===== src/rtl/blob_tracker.sv =====
// ---------------------------------------------------------------------------
// blob_tracker
//
// Per-frame colour blob tracker. Every camera pixel is compared against
// goal_pixel; matching pixels inside the 320x240 image contribute to
// coordinate sums, a pixel count and a bounding box. At frame close the
// accumulators are snapshotted into shadow registers. Two sequential
// restoring divides then turn the sums into a centroid, and the bounding
// box gives a half-extent radius. Accumulation of the next frame runs
// while the divider works on the snapshot.
//
// Ports
//   clk_65mhz   in   1   pixel clock
//   reset       in   1   synchronous, active-high
//   hcount      in  11   pixel column (cam aligned to it)
//   vcount      in  10   pixel row
//   cam         in  12   camera pixel {r,g,b}
//   sw2         in   1   doubled display: image coords are counts >> 1
//   goal_pixel  in  12   target colour
//   track       in   1   tracking enable
//   cur_pos_x   out  9   centroid x (image coordinates)
//   cur_pos_y   out  9   centroid y
//   cur_rad     out  7   blob half-extent, saturating at 127
//   valid       out  1   one-cycle pulse when the outputs are rewritten
//   lost        out  1   last closed frame had too few matches
//   busy        out  1   snapshot is being processed (not in ACCUM)
// ---------------------------------------------------------------------------
module blob_tracker #(
    parameter int         THRESH      = 2,
    parameter int         MIN_PIXELS  = 16,
    parameter logic [9:0] FRAME_END_V = 10'd770
) (
    input  logic        clk_65mhz,
    input  logic        reset,
    input  logic [10:0] hcount,
    input  logic [9:0]  vcount,
    input  logic [11:0] cam,
    input  logic        sw2,
    input  logic [11:0] goal_pixel,
    input  logic        track,
    output logic [8:0]  cur_pos_x,
    output logic [8:0]  cur_pos_y,
    output logic [6:0]  cur_rad,
    output logic        valid,
    output logic        lost,
    output logic        busy
);

    localparam logic [2:0] S_ACCUM  = 3'd0;
    localparam logic [2:0] S_LATCH  = 3'd1;
    localparam logic [2:0] S_DIV_X  = 3'd2;
    localparam logic [2:0] S_DIV_Y  = 3'd3;
    localparam logic [2:0] S_UPDATE = 3'd4;

    localparam logic [3:0]  TH4     = 4'(THRESH);
    localparam logic [16:0] MINP    = 17'(MIN_PIXELS);
    localparam logic [4:0]  LAST_STEP = 5'd24;   // 25 quotient bits

    // ---------------- pixel classification ----------------
    logic [10:0] w_ix;
    logic [9:0]  w_iy;
    logic        w_in_region;
    logic        w_match;
    logic        w_close;

    function automatic logic chan_ok(input logic [3:0] a, input logic [3:0] b);
        logic [3:0] d;
        d = (a >= b) ? (a - b) : (b - a);
        return d <= TH4;
    endfunction

    assign w_ix        = sw2 ? {1'b0, hcount[10:1]} : hcount;
    assign w_iy        = sw2 ? {1'b0, vcount[9:1]}  : vcount;
    assign w_in_region = (w_ix < 11'd320) && (w_iy < 10'd240);
    assign w_match     = w_in_region && track
                      && chan_ok(cam[11:8], goal_pixel[11:8])
                      && chan_ok(cam[7:4],  goal_pixel[7:4])
                      && chan_ok(cam[3:0],  goal_pixel[3:0]);
    assign w_close     = (vcount == FRAME_END_V) && (hcount == 11'd0);

    // ---------------- registers ----------------
    logic [2:0]  r_state;

    logic        r_match;
    logic [8:0]  r_px, r_py;

    logic [24:0] r_sum_x, r_sum_y;
    logic [16:0] r_cnt;
    logic [8:0]  r_xmin, r_xmax, r_ymin, r_ymax;

    logic [24:0] r_sh_sum_x, r_sh_sum_y;
    logic [16:0] r_sh_cnt;
    logic [8:0]  r_sh_xmin, r_sh_xmax, r_sh_ymin, r_sh_ymax;

    logic [24:0] r_dvd;     // dividend shifts out the top, quotient shifts in
    logic [16:0] r_rem;
    logic [4:0]  r_step;
    logic [8:0]  r_qx;

    logic [8:0]  r_pos_x, r_pos_y;
    logic [6:0]  r_rad;
    logic        r_valid, r_lost;

    // ---------------- accumulation ----------------
    // The snapshot is taken only in ACCUM; a close seen while busy is
    // dropped and the live accumulators simply keep running.
    logic w_snap;
    assign w_snap = w_close && (r_state == S_ACCUM);

    always_ff @(posedge clk_65mhz) begin
        if (reset) begin
            r_match    <= 1'b0;
            r_px       <= '0;
            r_py       <= '0;
            r_sum_x    <= '0;
            r_sum_y    <= '0;
            r_cnt      <= '0;
            r_xmin     <= 9'd511;
            r_xmax     <= '0;
            r_ymin     <= 9'd511;
            r_ymax     <= '0;
            r_sh_sum_x <= '0;
            r_sh_sum_y <= '0;
            r_sh_cnt   <= '0;
            r_sh_xmin  <= 9'd511;
            r_sh_xmax  <= '0;
            r_sh_ymin  <= 9'd511;
            r_sh_ymax  <= '0;
        end else begin
            // stage 1: classification registered with its coordinates
            r_match <= w_match;
            r_px    <= w_ix[8:0];
            r_py    <= w_iy[8:0];

            // stage 2: accumulate
            if (w_snap) begin
                r_sh_sum_x <= r_sum_x;
                r_sh_sum_y <= r_sum_y;
                r_sh_cnt   <= r_cnt;
                r_sh_xmin  <= r_xmin;
                r_sh_xmax  <= r_xmax;
                r_sh_ymin  <= r_ymin;
                r_sh_ymax  <= r_ymax;
            end
            if (w_snap || !track) begin
                r_sum_x <= '0;
                r_sum_y <= '0;
                r_cnt   <= '0;
                r_xmin  <= 9'd511;
                r_xmax  <= '0;
                r_ymin  <= 9'd511;
                r_ymax  <= '0;
            end else if (r_match) begin
                r_sum_x <= r_sum_x + {16'd0, r_px};
                r_sum_y <= r_sum_y + {16'd0, r_py};
                r_cnt   <= r_cnt + 17'd1;
                if (r_px < r_xmin) r_xmin <= r_px;
                if (r_px > r_xmax) r_xmax <= r_px;
                if (r_py < r_ymin) r_ymin <= r_py;
                if (r_py > r_ymax) r_ymax <= r_py;
            end
        end
    end

    // ---------------- restoring divider step ----------------
    // Remainder is always below the divisor, so 17 bits hold it; the trial
    // value needs one extra bit for the compare.
    logic [17:0] w_trial;
    logic        w_ge;
    logic [16:0] w_rem_nxt;

    assign w_trial   = {r_rem, r_dvd[24]};
    assign w_ge      = w_trial >= {1'b0, r_sh_cnt};
    assign w_rem_nxt = w_ge ? 17'(w_trial - {1'b0, r_sh_cnt}) : w_trial[16:0];

    // ---------------- radius from bounding box ----------------
    logic [9:0] w_dx, w_dy, w_ext;
    logic [8:0] w_half;
    logic [6:0] w_rad;

    assign w_dx   = {1'b0, r_sh_xmax} - {1'b0, r_sh_xmin};
    assign w_dy   = {1'b0, r_sh_ymax} - {1'b0, r_sh_ymin};
    assign w_ext  = ((w_dx > w_dy) ? w_dx : w_dy) + 10'd1;
    assign w_half = w_ext[9:1];
    assign w_rad  = (w_half > 9'd127) ? 7'd127 : w_half[6:0];

    // ---------------- control FSM ----------------
    always_ff @(posedge clk_65mhz) begin
        if (reset) begin
            r_state <= S_ACCUM;
            r_dvd   <= '0;
            r_rem   <= '0;
            r_step  <= '0;
            r_qx    <= '0;
            r_pos_x <= '0;
            r_pos_y <= '0;
            r_rad   <= '0;
            r_valid <= 1'b0;
            r_lost  <= 1'b0;
        end else begin
            r_valid <= 1'b0;
            case (r_state)
                S_ACCUM: begin
                    if (w_close) r_state <= S_LATCH;
                end
                S_LATCH: begin
                    if ((r_sh_cnt < MINP) || !track) begin
                        // tracking off leaves the lost flag as it was
                        if (track) r_lost <= 1'b1;
                        r_state <= S_ACCUM;
                    end else begin
                        r_lost  <= 1'b0;
                        r_dvd   <= r_sh_sum_x;
                        r_rem   <= '0;
                        r_step  <= '0;
                        r_state <= S_DIV_X;
                    end
                end
                S_DIV_X: begin
                    r_dvd  <= {r_dvd[23:0], w_ge};
                    r_rem  <= w_rem_nxt;
                    r_step <= r_step + 5'd1;
                    if (r_step == LAST_STEP) begin
                        r_qx    <= {r_dvd[7:0], w_ge};
                        r_dvd   <= r_sh_sum_y;
                        r_rem   <= '0;
                        r_step  <= '0;
                        r_state <= S_DIV_Y;
                    end
                end
                S_DIV_Y: begin
                    r_dvd  <= {r_dvd[23:0], w_ge};
                    r_rem  <= w_rem_nxt;
                    r_step <= r_step + 5'd1;
                    if (r_step == LAST_STEP) r_state <= S_UPDATE;
                end
                S_UPDATE: begin
                    // r_dvd now holds the full y quotient
                    r_pos_x <= r_qx;
                    r_pos_y <= r_dvd[8:0];
                    r_rad   <= w_rad;
                    r_valid <= 1'b1;
                    r_state <= S_ACCUM;
                end
                default: r_state <= S_ACCUM;
            endcase
        end
    end

    assign cur_pos_x = r_pos_x;
    assign cur_pos_y = r_pos_y;
    assign cur_rad   = r_rad;
    assign valid     = r_valid;
    assign lost      = r_lost;
    assign busy      = (r_state != S_ACCUM);

endmodule


===== config.mk =====
export PLATFORM = sky130hd
export DESIGN_NAME = blob_tracker
export DESIGN_NICKNAME = d
export VERILOG_FILES = /design/src/rtl/blob_tracker.sv
export SDC_FILE = /design/constraint.sdc
export NUM_CORES = 1
export LEC_CHECK = 0
export ABC_CLOCK_PERIOD_IN_PS = 8109
export CAP_MARGIN = 20
export CORE_MARGIN = 2
export CORE_UTILIZATION = 55
export CTS_BUF_LIST = sky130_fd_sc_hd__clkbuf_8
export DETAILED_ROUTE_END_ITERATION = 16
export PLACE_DENSITY_LB_ADDON = 0.15
export SLEW_MARGIN = 10
export SYNTH_ARGS = -nofsm -noshare
export SYNTH_HDL_FRONTEND = slang
export SYNTH_SLANG_ARGS = --single-unit

===== constraint.sdc =====
create_clock -name clk_65mhz -period 8.11 [get_ports clk_65mhz]
set_input_delay 1.2165 -clock clk_65mhz [delete_from_list [all_inputs] [get_ports clk_65mhz]]
set_output_delay 1.2165 -clock clk_65mhz [all_outputs]
set_load 0.005 [all_outputs]

# Yosys cells after proc, flatten, opt, wreduce, memory -nomap -nowiden
# Cells that the tools add are included.
# Widths: inputs -> output; s select.
# classes
n_addsub,14
n_mul,0
div_mod_pow,0
n_lt_le_gt_ge,16
eq_ne,11
shifts,0
n_mux,25
bitwise,0
n_reduce_logical,23
# op_table
op,n
$pmux 25 s3,1
$mux 17,3
$pmux 17 s3,1
$add 25x9->25,2
$mux 25,2
$sub 4x4->4,6
$mux 10,2
$sub 9x9->10,2
$ge 18x17->1,1
$gt 9x9->1,2
$lt 9x9->1,2
$add 17x1->17 const B,1
$lt 17x5->1 const B,1
$sub 17x17->17,1
$pmux 5 s3,1
$reduce_and 2->1,7
$ge 4x4->1,3
$le 4x2->1 const B,3
$mux 4,3
$pmux 3 s4,1
$logic_not 11->1,1
$lt 11x9->1 const B,1
$mux 11,1
$add 10x1->10 const B,1
22 further kinds,40
# word_totals
register_bits,311
latchBits,0
ram_bits,0
mem_bits_ro,0
in_bits,49
out_inout_bits,28
wordCells,116
memories,0

# Logic depth before layout (Yosys ltp)
# depth
word_depth,7
ltp_mapped,23
depth_no_buf,21

# Worst setup path after synthesis
# OpenSTA, ideal clock, no wires.
# synth_path
kind,register to register
startpoint,register r_sh_ymin[1]
endpoint,"register r_rad[1], in the netlist cur_rad[1]"
setup_time_ps,141
arrival_time_ps,4764
required_ps,7969
setup_slack_ps,3204
stages_incl_launch_ff,23
path_buffers,2
period_less_slack_ps,4906
path_cell_list,dfxtp_1 -> inv_1 -> ha_1 -> nor2b_2 -> o2111ai_1 -> a31oi_2 -> a21o_2 -> a21oi_1 -> inv_1 -> ha_1 -> nand4_1 -> nor2_1 -> a211oi_1 -> a32oi_1 -> clkbuf_1 -> buf_1 -> mux2i_1 -> ha_1 -> inv_1 -> a211o_1 -> or3b_4 -> a31oi_4 -> a311oi_1
# synth_via
elab_chain_cells,6
# synth_lines
element,line,source
start: declaration,93,"logic [8:0] r_sh_xmin, r_sh_xmax, r_sh_ymin, r_sh_ymax;"
start signal: assignment,142,r_sh_ymin <= r_ymin;
$sub 9x9->10 *,182,"assign w_dy = {1'b0, r_sh_ymax} - {1'b0, r_sh_ymin};"
$gt 10x10->1,183,assign w_ext = ((w_dx > w_dy) ? w_dx : w_dy) + 10'd1;
$mux 10 *,183,
$add 10x1->10 *,183,
$gt 9x7->1,185,assign w_rad = (w_half > 9'd127) ? 7'd127 : w_half[6:0];
$mux 7 *,185,
end signal: assignment,241,r_rad <= w_rad;
end: declaration,101,logic [6:0] r_rad;
# Every way passes the cells marked *; elsewhere a longest branch is shown, timed or not.
# A chain may end at the register's enable or synchronous reset.

# Final worst setup path
# layout_path
startpoint,register r_sh_ymin[1]
endpoint,"register r_rad[4], in the netlist cur_rad[4]"
# Same word-level chain as after synthesis.

==> results.md <==
* Outcome: complete, no violations
* Fin crit period at about 4.9 ns
* Post-route cell area at between 0.015 and 0.02 mm2
* Main combinational cell family by area after synthesis: simple AND/OR/NAND/NOR gates
* Fmax at between 200 and 250 MHz
* Post-synth EDFFs at 0
* Peak supply drop at ~0.14 mV
* Routed Antenna Nets at 0
* Core Area at 0.0296 mm2
* Max_cap viols at 0
* HP Start: r_sh_cnt[11]
* Adder-Cell Fraction of Synth Area at 0.106
* Worst R2R End: cur_rad[4]
* Syn Area/Cell at 8.01 um2
* Initial antenna violation count at 0
* Die Span Y at around 180 um
* Slew @ Worst Pin at 1.07 ns
* Distinct cells, synth at 69
* Setup violators final at 0
* Wire per inst at 15.3 um
* Xor and xnor area share after synthesis at 0.0461
* Comb pwr share at 0.051
* Cells on Worst Hold Path at 2
* H-tree depth at 2
* Share of cells above drive strength 1 at 0.0557
* Setup slack, reg-to-reg at roughly 3.2 ns
* Synthesized net count at ~2,200
* Chip width at ~180 um
* Largest net degree at the start of global routing at 96
* Most frequent cells in the layout: nand2_1 (321), dfxtp_1 (311), a21oi_1 (228)
* Final slew viol count at 0
* Post-synth top flop: dfxtp_1
* FFs w/ async S/R, synth at 0
* Row Count at 63
* Worst Path Arrival at ~5.3 ns
* Final Hold Fails at 0
* Boundary pin count at 77
* Hold Path End: r_sh_cnt[11]
* Drt total wl at ~39,000 um
* HP Class: reg -> reg
* Seq/Total Area, Yosys at 0.377
* R2r worst-path depth at 22
* First-pass GRT wire length at 65,100 um
* Seq cells post-synth at between 300 and 400
* Grt ovf at 0
* Hold-fix buffers, CTS at 0
* Clk slew on worst S/H paths at around 0.060 ns
* Sw Ratio at 0.233
* TNS Setup at 0 ns
* Synth-to-Final Area Change at 13.1%
* Vias in the first global route at around 14,000
* Leading cell type in the layout, fill and taps excluded: nand2_1
* DRC at 0
* Max Buffers Root-to-Sink at 3
* N_diodes at 0
* Drt pass-1 iters at 5
* Nets at around 2,300
* Synth Instances at between 2,000 and 2,500
* Max FO, Critical Path at 24
* RSZ-0062 raised after global routing: no
* CTS Buf Count at 52
* Starting density of the core at 0.558
* Slew HR at 0.284
* Nature of the critical path endpoint: register
* Int Pwr at ~2.4 mW
* Clk_lat worst skew at between 0.5 and 0.6 ns
* Pwr dens at ~170 mW/mm2
* Worst reg2reg path startpoint: r_sh_ymin[1]
* Sequential cell fraction of total power at 0.493
* Post-CTS Setup Inserts at 0
* DRT iter0 DRCs at 703
* Synthesized area at approximately 0.017 mm2
* Mux share of post-synthesis cell area at 0.0444
* Post-DP HPWL at ~27,000 um
* Number of buffers added on ports at 76
* Psw at approximately 0.73 mW
* Gr usage total at 0.249
* Clk root buf: clkbuf_8
* Post-synthesis compound-gate area fraction at 0.175
* Die Area at 0.0314 mm2
* Yosys warning total at 0
* Via density at about 5.6
* RePlAce Congestion at 0.881
* Required @ worst endpoint at 8.49 ns
* Leakage at about 7.5 nW
* Startpoint Class: register
* Worst clock skew at roughly 0.036 ns
* Tcrit/Tclk final at 0.608
* Clock Power Share at 0.456
* Critical path class: reg -> reg
* Fill cells at between 2,000 and 3,000
* Vias at 14,182
* CTS tree: built
* Simple-gate share of the synthesized area at 0.199
* Clock sinks at between 300 and 400
* Cts repair resizes at 0
* DP Area at 0.0175 mm2
## sequential cells by signal, indices dropped and copies added, names as in the netlist, 17 cells and up
register    flops
r_sh_cnt       17
r_sum_x        25
r_sum_y        25
r_cnt          17
r_dvd          25
r_sh_sum_y     25
r_rem          17
r_sh_sum_x     25
## power by group through the flow
stage	Clock, mW	Sequential (mW)	Combinational (mW)
after global placement	0	1.58	0.152
after global routing	1.53	1.55	0.179
after CTS	1.46	1.55	0.158
after floorplan	0	1.57	0.103
final	1.43	1.55	0.160
after detailed placement	0	1.58	0.158
## worst max-delay path by stage
| stage | startpoint | end | slack (ns) | cells past startpoint |
|---|---|---|---|---|
| floorplan | r_sh_ymin[1] | cur_rad[1] | 3.20 | 22 |
| global placement | r_sh_ymin[1] | cur_rad[2] | 3.45 | 21 |
| detailed placement | r_sh_ymin[1] | cur_rad[4] | 3.21 | 22 |
| CTS | r_sh_ymin[1] | cur_rad[4] | 3.17 | 22 |
| global route | r_sh_ymin[1] | cur_rad[4] | 2.85 | 22 |
| finish | r_sh_ymin[1] | cur_rad[4] | 3.18 | 22 |
## layer usage
metal  vias to the layer above  GRT usage  wire length [um]
met5                         -          0                 0
met1                      6663      0.312             17500
met3                        83     0.0341              1380
li1                       7194          -                 -
met2                       242      0.440             18700
met4                         0     0.0809              1150
## Yosys cell counts (all sizes together), types with 16 or more instances
library cell | number | area (um2)
xnor2 | 43 | 377
nand3 | 81 | 405
mux2i | 70 | 701
nand2 | 322 | 1210
a211oi | 34 | 255
nand4 | 16 | 100
dfxtp | 311 | 6230
nor3 | 32 | 160
o21a | 22 | 165
o21ai | 97 | 485
a21o | 25 | 190
ha | 122 | 1530
xor2 | 44 | 385
and3 | 23 | 144
nor2 | 186 | 698
clkbuf | 81 | 304
a21oi | 228 | 1140
nor2b | 19 | 121
o211ai | 16 | 120
inv | 136 | 510
## critical path, stage by stage, from the launching register on
cell and delay (ns):
dfxtp_1 0.38, inv_1 0.06, ha_1 0.28, nor2b_2 0.16, o2111ai_1 0.28, a31oi_2 0.16, a21o_2 0.23, a21oi_1 0.25
inv_1 0.07, ha_1 0.29, nand4_1 0.09, nor2_1 0.16, a211oi_1 0.09, a32oi_1 0.20, buf_4 0.30, nor2_1 0.08
a21oi_1 0.17, ha_1 0.27, inv_1 0.11, a211o_1 0.32, or3b_4 0.42, a31oi_4 0.26, a311oi_1 0.14
## per-stage QoR
step | hold WS (ns) | utilization | std cells | power, mW | setup slack (ns)
after floorplan | 0.431 | - | 2064 | 1.68 | 3.20
after global placement | 0.438 | 0.592 | 2448 | 1.73 | 3.45
after detailed placement | 0.446 | 0.592 | 2448 | 1.74 | 3.21
after CTS | 0.451 | 0.629 | 2541 | 3.17 | 3.17
after global routing | 0.473 | 0.631 | 2544 | 3.26 | 2.85
final | 0.449 | 0.631 | 2544 | 3.14 | 3.18
## layout make-up
cell class,instances,area [um2],area share
clock buffer,67,922,0.0493
clock inverter,26,174,0.00930
tap,390,488,0.0261
sequential,311,6230,0.333
timing repair buffer,91,911,0.0487
inverter,137,514,0.0275
multi-input combinational,1522,9460,0.506
## cells by family after synthesis
kind of cell | count (synthesis)
flops | 311
xor+xnor | 87
fa+ha+maj | 133
mux | 73
simple gates | 746
compound gates | 483
buf+inv | 231
Note: power is estimated with default switching activity, not from simulation.
